`src/rtl/mem_pkg.sv`:
```
// Shared memory-interface constants: transaction width codes, traffic-checker
// state encodings and the LFSR step used to generate test patterns.
package mem_pkg;

    localparam logic [1:0] RAM_WIDTH8  = 2'd0;
    localparam logic [1:0] RAM_WIDTH16 = 2'd1;
    localparam logic [1:0] RAM_WIDTH32 = 2'd2;
    localparam logic [1:0] RAM_WIDTH64 = 2'd3;

    localparam logic [2:0] IDLE  = 3'd0;
    localparam logic [2:0] GEN   = 3'd1;
    localparam logic [2:0] WRITE = 3'd2;
    localparam logic [2:0] WWAIT = 3'd3;
    localparam logic [2:0] READ  = 3'd4;
    localparam logic [2:0] RWAIT = 3'd5;
    localparam logic [2:0] HALT  = 3'd6;

    // XNOR feedback: all-zeros is a legal state, all-ones locks up.
    function automatic logic [31:0] lfsr_next(input logic [31:0] x);
        return {x[30:0], ~^{x[31], x[21], x[1], x[0]}};
    endfunction

endpackage

```
`src/rtl/lfsr32.sv`:
```
// 32-bit XNOR-feedback LFSR that steps once per cycle while advance is high.
module lfsr32
    import mem_pkg::*;
#(
    parameter logic [31:0] SEED = 32'h0
) (
    input  logic        clk_cpu,
    input  logic        rst_n,
    input  logic        advance,
    output logic [31:0] q
);

    logic [31:0] q_reg;

    always_ff @(posedge clk_cpu or negedge rst_n) begin
        if (!rst_n) begin
            q_reg <= SEED;
        end else if (advance) begin
            q_reg <= lfsr_next(q_reg);
        end
    end

    assign q = q_reg;

endmodule

```
`config.mk`:
```
export PLATFORM = sky130hd
export DESIGN_NAME = lfsr32
export DESIGN_NICKNAME = d
export VERILOG_FILES = /design/src/rtl/mem_pkg.sv /design/src/rtl/lfsr32.sv
export SDC_FILE = /design/constraint.sdc
export NUM_CORES = 1
export LEC_CHECK = 0
export CORE_ASPECT_RATIO = 1.2
export CORE_MARGIN = 2
export CORE_UTILIZATION = 30
export CTS_BUF_LIST = sky130_fd_sc_hd__clkbuf_16
export CTS_CLUSTER_DIAMETER = 150
export CTS_CLUSTER_SIZE = 30
export DETAILED_ROUTE_END_ITERATION = 12
export GPL_ROUTABILITY_DRIVEN = 1
export PLACE_DENSITY = 0.56
export SLEW_MARGIN = 20
export SYNTH_ARGS = -nofsm -noshare
export SYNTH_HDL_FRONTEND = slang
export SYNTH_SLANG_ARGS = --single-unit
```
`constraint.sdc`:
```
create_clock -name clk_cpu -period 1.4 [get_ports clk_cpu]
set_input_delay 0.28 -clock clk_cpu [delete_from_list [all_inputs] [get_ports clk_cpu]]
set_output_delay 0.28 -clock clk_cpu [all_outputs]
set_load 0.02 [all_outputs]
```
==> results.sh, run 1 <==
export IMPL_final_core_util_pct=44.1
export IMPL_finalSetupViolCount=0
export IMPL_crit_chain="dlygate4sd2_1"
export IMPL_routedWlPerCell_um=12.9
export IMPL_via_per_inst=4.30
export IMPL_hold_viol=0
export IMPL_gp_congestion=0.680
export IMPL_clk_latency_ns=0.27
export IMPL_vias=710
export IMPL_postSynthCellCount=70
export IMPL_clk_path_buf_depth=2
export IMPL_placed_cells=157
export IMPL_power_mw=4.31
export IMPL_grt_max_degree=33
export IMPL_clock_sinks=32
export IMPL_period_share_pct=91.8
export IMPL_cp_top_family="flip-flops"
export IMPL_cap_violations=0
export IMPL_io_pins=35
export IMPL_n_antenna_cell=0
export IMPL_crit_path_start_kind="flop"
export IMPL_critical_path_buf_inv_count=1
export IMPL_areaGrowthSynthToFinish_pct=41.9
export IMPL_start_util_pct=31.0
export IMPL_core_area_um2=3940
export IMPL_antenna_found_initial=0
export IMPL_crit_type="flop to output pin"
export IMPL_p_leak_nw=0.855
export IMPL_max_freq_ghz=0.778
export IMPL_track_usage_pct=10.4
export IMPL_rsz0062_at_grt="false"
export IMPL_netlist_area_um2=1220
export IMPL_drv_slew=0
export IMPL_root_buffer="clkbuf_16"
export IMPL_timing_final_ws_setup_ns=0.115
export IMPL_post_dp_hpwl_mm=1.45
export IMPL_slowest_stage="dfrtp_1"
export IMPL_grt_pass1_vias=726
export IMPL_grt_overflow=0
export IMPL_ant_nets=0
export IMPL_largest_reg_flops=32
export IMPL_avgSynthCellArea_um2=17.5
export IMPL_postPlaceCellArea_um2=1640
export IMPL_max_vdd_ir_drop_uv=741
export IMPL_dr_pass1_iters=3
export IMPL_yosysSeqAreaShare_pct=65.4
export IMPL_r2r_start="q[21]"
export IMPL_max_slew_margin_rel_pct=85.3
export IMPL_cpPeakStageDelay_ns=0.40
export IMPL_cts_made_buffers=5
export IMPL_cts_tree="built"
export IMPL_crit_path_end_kind="output pin"
export IMPL_rr_worst_depth=4
export IMPL_synth_distinct_cells=8
export IMPL_die_h_um=74.0
export IMPL_drive_above_1_share_pct=33.3
export IMPL_drt_iter0_drc=7
export IMPL_layout_cells_non_filler=165
export IMPL_finish_instance_area_um2=1740
export IMPL_cts_htree_levels=2
export IMPL_io_buffers=34
export IMPL_worst_path_stages=1
export IMPL_whs_ns=0.372
export IMPL_clk_pin_slew_worst_paths_ns=0.05
export IMPL_nets=113
export IMPL_cts_setup_buffers=0
export IMPL_p_per_area_nw_per_um2=2480
export IMPL_r2r_end="q[0]"
export IMPL_grt_pass1_wl_mm=3.57
export IMPL_fp_dieArea_um2=4610
export IMPL_drc=0
export IMPL_die_w_um=62.3
export IMPL_routed_wl_mm=2.13
export IMPL_cp_endpoint="q[0]"
export IMPL_yosys_warnings=0
export IMPL_status="finished clean"
export IMPL_worst_pin_slew_ns=0.221
export IMPL_crit_arrival_ns=1.01
export IMPL_crit_required_ns=1.12
export IMPL_post_place_ws_ns=-0.104
export IMPL_synth_net_count=73
export IMPL_ys_ff_latch=32
export IMPL_hold_path_class="input pin to asynchronous set/reset pin"
export IMPL_crit_start="q[0]"
export IMPL_fillers=397
export IMPL_ff2ff_setup_slack_ns=0.29
export IMPL_min_period_ns=1.29
export IMPL_rows=25
export IMPL_fin_skew_ns=0.00465
export IMPL_final_cell_mix="dlygate4sd2_1, dfrtp_1, mux2_2"
export IMPL_tns_ns=0
export IMPL_critical_path_max_fanout=3
final cells by class:
cell class                 instances  area, um2  share of cell area, %
timing repair buffer              37        348                   20.0
clock buffer                       5        125                   7.20
clock inverter                     3       11.3                  0.648
multi-input combinational         34        384                   22.1
sequential                        32        801                   46.1
tap                               54       67.6                   3.89
where the power goes:
group          switching [mW]  internal (mW)
Sequential              0.289           1.35
Combinational           0.868          0.813
Clock                   0.353          0.637
Total                    1.51           2.80
layer usage:
layer	share of wire [%]	track usage [%]	vias to the layer above
li1	-	-	324
met1	43	11.7	356
met2	48	16.7	26
met3	6.7	4.84	4
met4	2.3	5.93	0
met5	0	0	-
cells in the mapped netlist:
cell type	instances	share of area, %
clkbuf_2	1	0.41
xnor2_1	1	0.72
buf_6	3	2.8
nand2_1	1	0.31
dfrtp_1	32	65
mux2_2	29	27
xnor3_1	1	1.8
mux2_1	2	1.8
worst min-delay path by stage:
stage,slack [ns],cells after the start,end,startpoint
after floorplan,-0.02,0,q[0],rst_n
after global placement,0.49,1,q[0],q[0]
after detailed placement,0.51,1,q[0],q[0]
after CTS,0.38,2,q[2],rst_n
after global routing,0.39,2,q[2],rst_n
final,0.37,2,q[2],rst_n
kinds of logic after synthesis:
| family | after synthesis | synth area share [%] |
|---|---|---|
| XOR/XNOR | 2 | 2.56 |
| buffers and inverters | 4 | 3.17 |
| flip-flops | 32 | 65.4 |
| multiplexers | 31 | 28.5 |
| AND/OR/NAND/NOR | 1 | 0.306 |
what timing repair did:
action	CTS	global route
hold endpoints to repair	0	0
endpoints found under the setup margin	32	0
hold buffers	0	0
gates resized for setup	32	0
Power figures use the tool's default switching activity.
==> inputs of run 2 (changes only) <==
- CORE_UTILIZATION: 30 -> 46
- PLACE_DENSITY: 0.56 -> 0.79
==> run 2 against run 1 <==
Clock skew shrank 0.0030 ns. Count of clock-buffer cells in the layout unchanged. Worst setup slack better by 0.013 ns. Global-route usage up 5.7 points. Maximum frequency rose by 1.0%. Non-clock buffer count unchanged. Via count down 3.5%. Register-to-register slack worse by 0.02 ns. Largest power group unchanged.
==> results.sh, run 2 (synthesized netlist as in run 1, its figures left out) <==
export IMPL_ant_nets=0
export IMPL_routed_wl_mm=2.02
export IMPL_multi_input_area_um2=384
export IMPL_die_w_um=51.1
export IMPL_swShare_pct=34.7
export IMPL_status="finished clean"
export IMPL_timing_final_ws_setup_ns=0.127
export IMPL_ff2ff_setup_slack_ns=0.27
export IMPL_p_leak_nw=0.843
export IMPL_rows=20
export IMPL_final_cell_mix="dlygate4sd2_1, dfrtp_1, mux2_2"
export IMPL_cp_top_family="flip-flops"
export IMPL_crit_path_start_kind="flop"
export IMPL_hold_viol=0
export IMPL_p_clk_share_pct=22.3
export IMPL_p_per_area_nw_per_um2=2520
export IMPL_dr_pass1_iters=2
export IMPL_rsz0062_at_grt="false"
export IMPL_grt_max_degree=33
export IMPL_period_share_pct=90.9
export IMPL_worst_pin_slew_ns=0.245
export IMPL_post_place_ws_ns=-0.0949
export IMPL_fp_dieArea_um2=3090
export IMPL_min_period_ns=1.27
export IMPL_fin_skew_ns=0.00160
export IMPL_rr_worst_depth=4
export IMPL_antenna_found_initial=0
export IMPL_crit_arrival_ns=0.99
export IMPL_power_mw=4.27
export IMPL_crit_path_end_kind="output pin"
export IMPL_track_usage_pct=16.1
export IMPL_crit_chain="dlygate4sd2_1"
export IMPL_clk_path_buf_depth=2
export IMPL_max_vdd_ir_drop_uv=1450
export IMPL_hold_path_class="input pin to asynchronous set/reset pin"
export IMPL_via_per_inst=4.86
export IMPL_fillers=223
export IMPL_whs_ns=0.370
export IMPL_io_buffers=34
export IMPL_max_freq_ghz=0.786
export IMPL_r2r_start="q[21]"
export IMPL_p_sw_mw=1.48
export IMPL_post_dp_hpwl_mm=1.35
export IMPL_crit_type="flop to output pin"
export IMPL_max_slew_margin_rel_pct=83.7
export IMPL_areaGrowthSynthToFinish_pct=38.9
export IMPL_crit_required_ns=1.12
export IMPL_root_buffer="clkbuf_16"
export IMPL_routedWlPerCell_um=14.3
export IMPL_n_antenna_cell=0
export IMPL_die_h_um=60.5
export IMPL_cap_violations=0
export IMPL_grt_overflow=0
export IMPL_vias=685
export IMPL_drive_above_1_share_pct=34.3
export IMPL_core_area_um2=2530
export IMPL_gp_congestion=0.640
export IMPL_drt_iter0_drc=2
export IMPL_cts_htree_levels=2
export IMPL_critical_path_buf_inv_count=1
export IMPL_largest_reg_flops=32
export IMPL_cts_made_buffers=5
export IMPL_drc=0
export IMPL_clk_pin_slew_worst_paths_ns=0.05
export IMPL_clock_sinks=32
export IMPL_cpPeakStageDelay_ns=0.40
export IMPL_io_pins=35
export IMPL_r2r_end="q[0]"
export IMPL_grt_pass1_vias=691
export IMPL_finalSetupViolCount=0
export IMPL_cts_tree="built"
export IMPL_slowest_stage="dfrtp_1"
export IMPL_seqPwrFrac_pct=38.3
export IMPL_nets=113
export IMPL_p_comb_share_pct=39.4
export IMPL_tns_ns=0
export IMPL_clk_latency_ns=0.27
export IMPL_critical_path_max_fanout=4
export IMPL_p_int_mw=2.79
export IMPL_start_util_pct=48.4
export IMPL_grt_pass1_wl_mm=3.34
export IMPL_ff_latch_area_um2=801
export IMPL_final_core_util_pct=67.2
export IMPL_drv_slew=0
-- run 2: changes by cell type in the layout (fill, tap and decap cells not counted) --
cell      previous run  this run
inv_1                2         0
clkinv_1             1         0
-- run 2: metrics by stage --
stage | std cells | cell area [um2]
6_report | 141 | 1700
5_1_grt | 141 | 1700
4_1_cts | 141 | 1700
3_5_place_dp | 136 | 1610
3_3_place_gp | 136 | 1610
2_1_floorplan | 70 | 1220
-- run 2: power groups by stage --
stage / registers (mW) / logic (mW) / clock network, mW
global route: 1.71 / 1.79 / 1.01
detailed placement: 1.68 / 2.00 / 0
global placement: 1.66 / 1.97 / 0
CTS: 1.66 / 1.71 / 0.984
finish: 1.64 / 1.68 / 0.954
floorplan: 2.16 / 0.493 / 0
-- run 2: layout make-up --
type / instances / share of cell area, %
sequential: 32 / 47.1
multi-input combinational: 34 / 22.6
timing repair buffer: 37 / 20.5
clock buffer: 5 / 7.36
tap: 33 / 2.43
-- run 2: worst max path at each step --
| stage | startpoint | end | slack [ns] | cells past startpoint |
|---|---|---|---|---|
| after floorplan | q[1] | q[0] | 0.27 | 3 |
| after global placement | advance | q[2] | -0.07 | 3 |
| after detailed placement | advance | q[6] | -0.09 | 3 |
| after CTS | q[31] | q[31] | 0.11 | 1 |
| after global routing | q[29] | q[29] | 0.07 | 1 |
| final | q[1] | q[1] | 0.13 | 1 |
-- run 2: repair_timing --
item                                    CTS  global route
endpoints found under the setup margin   32             0
endpoints found under the hold margin     0             0
buffers inserted                          0             0
hold buffers                              0             0
resized for setup                        32             0
-- run 2: routing by layer --
metal | wire (um) | track usage [%]
met5 | 0 | 0
met4 | 39 | 10.4
met1 | 799 | 18.2
met2 | 1010 | 23.6
met3 | 176 | 8.87
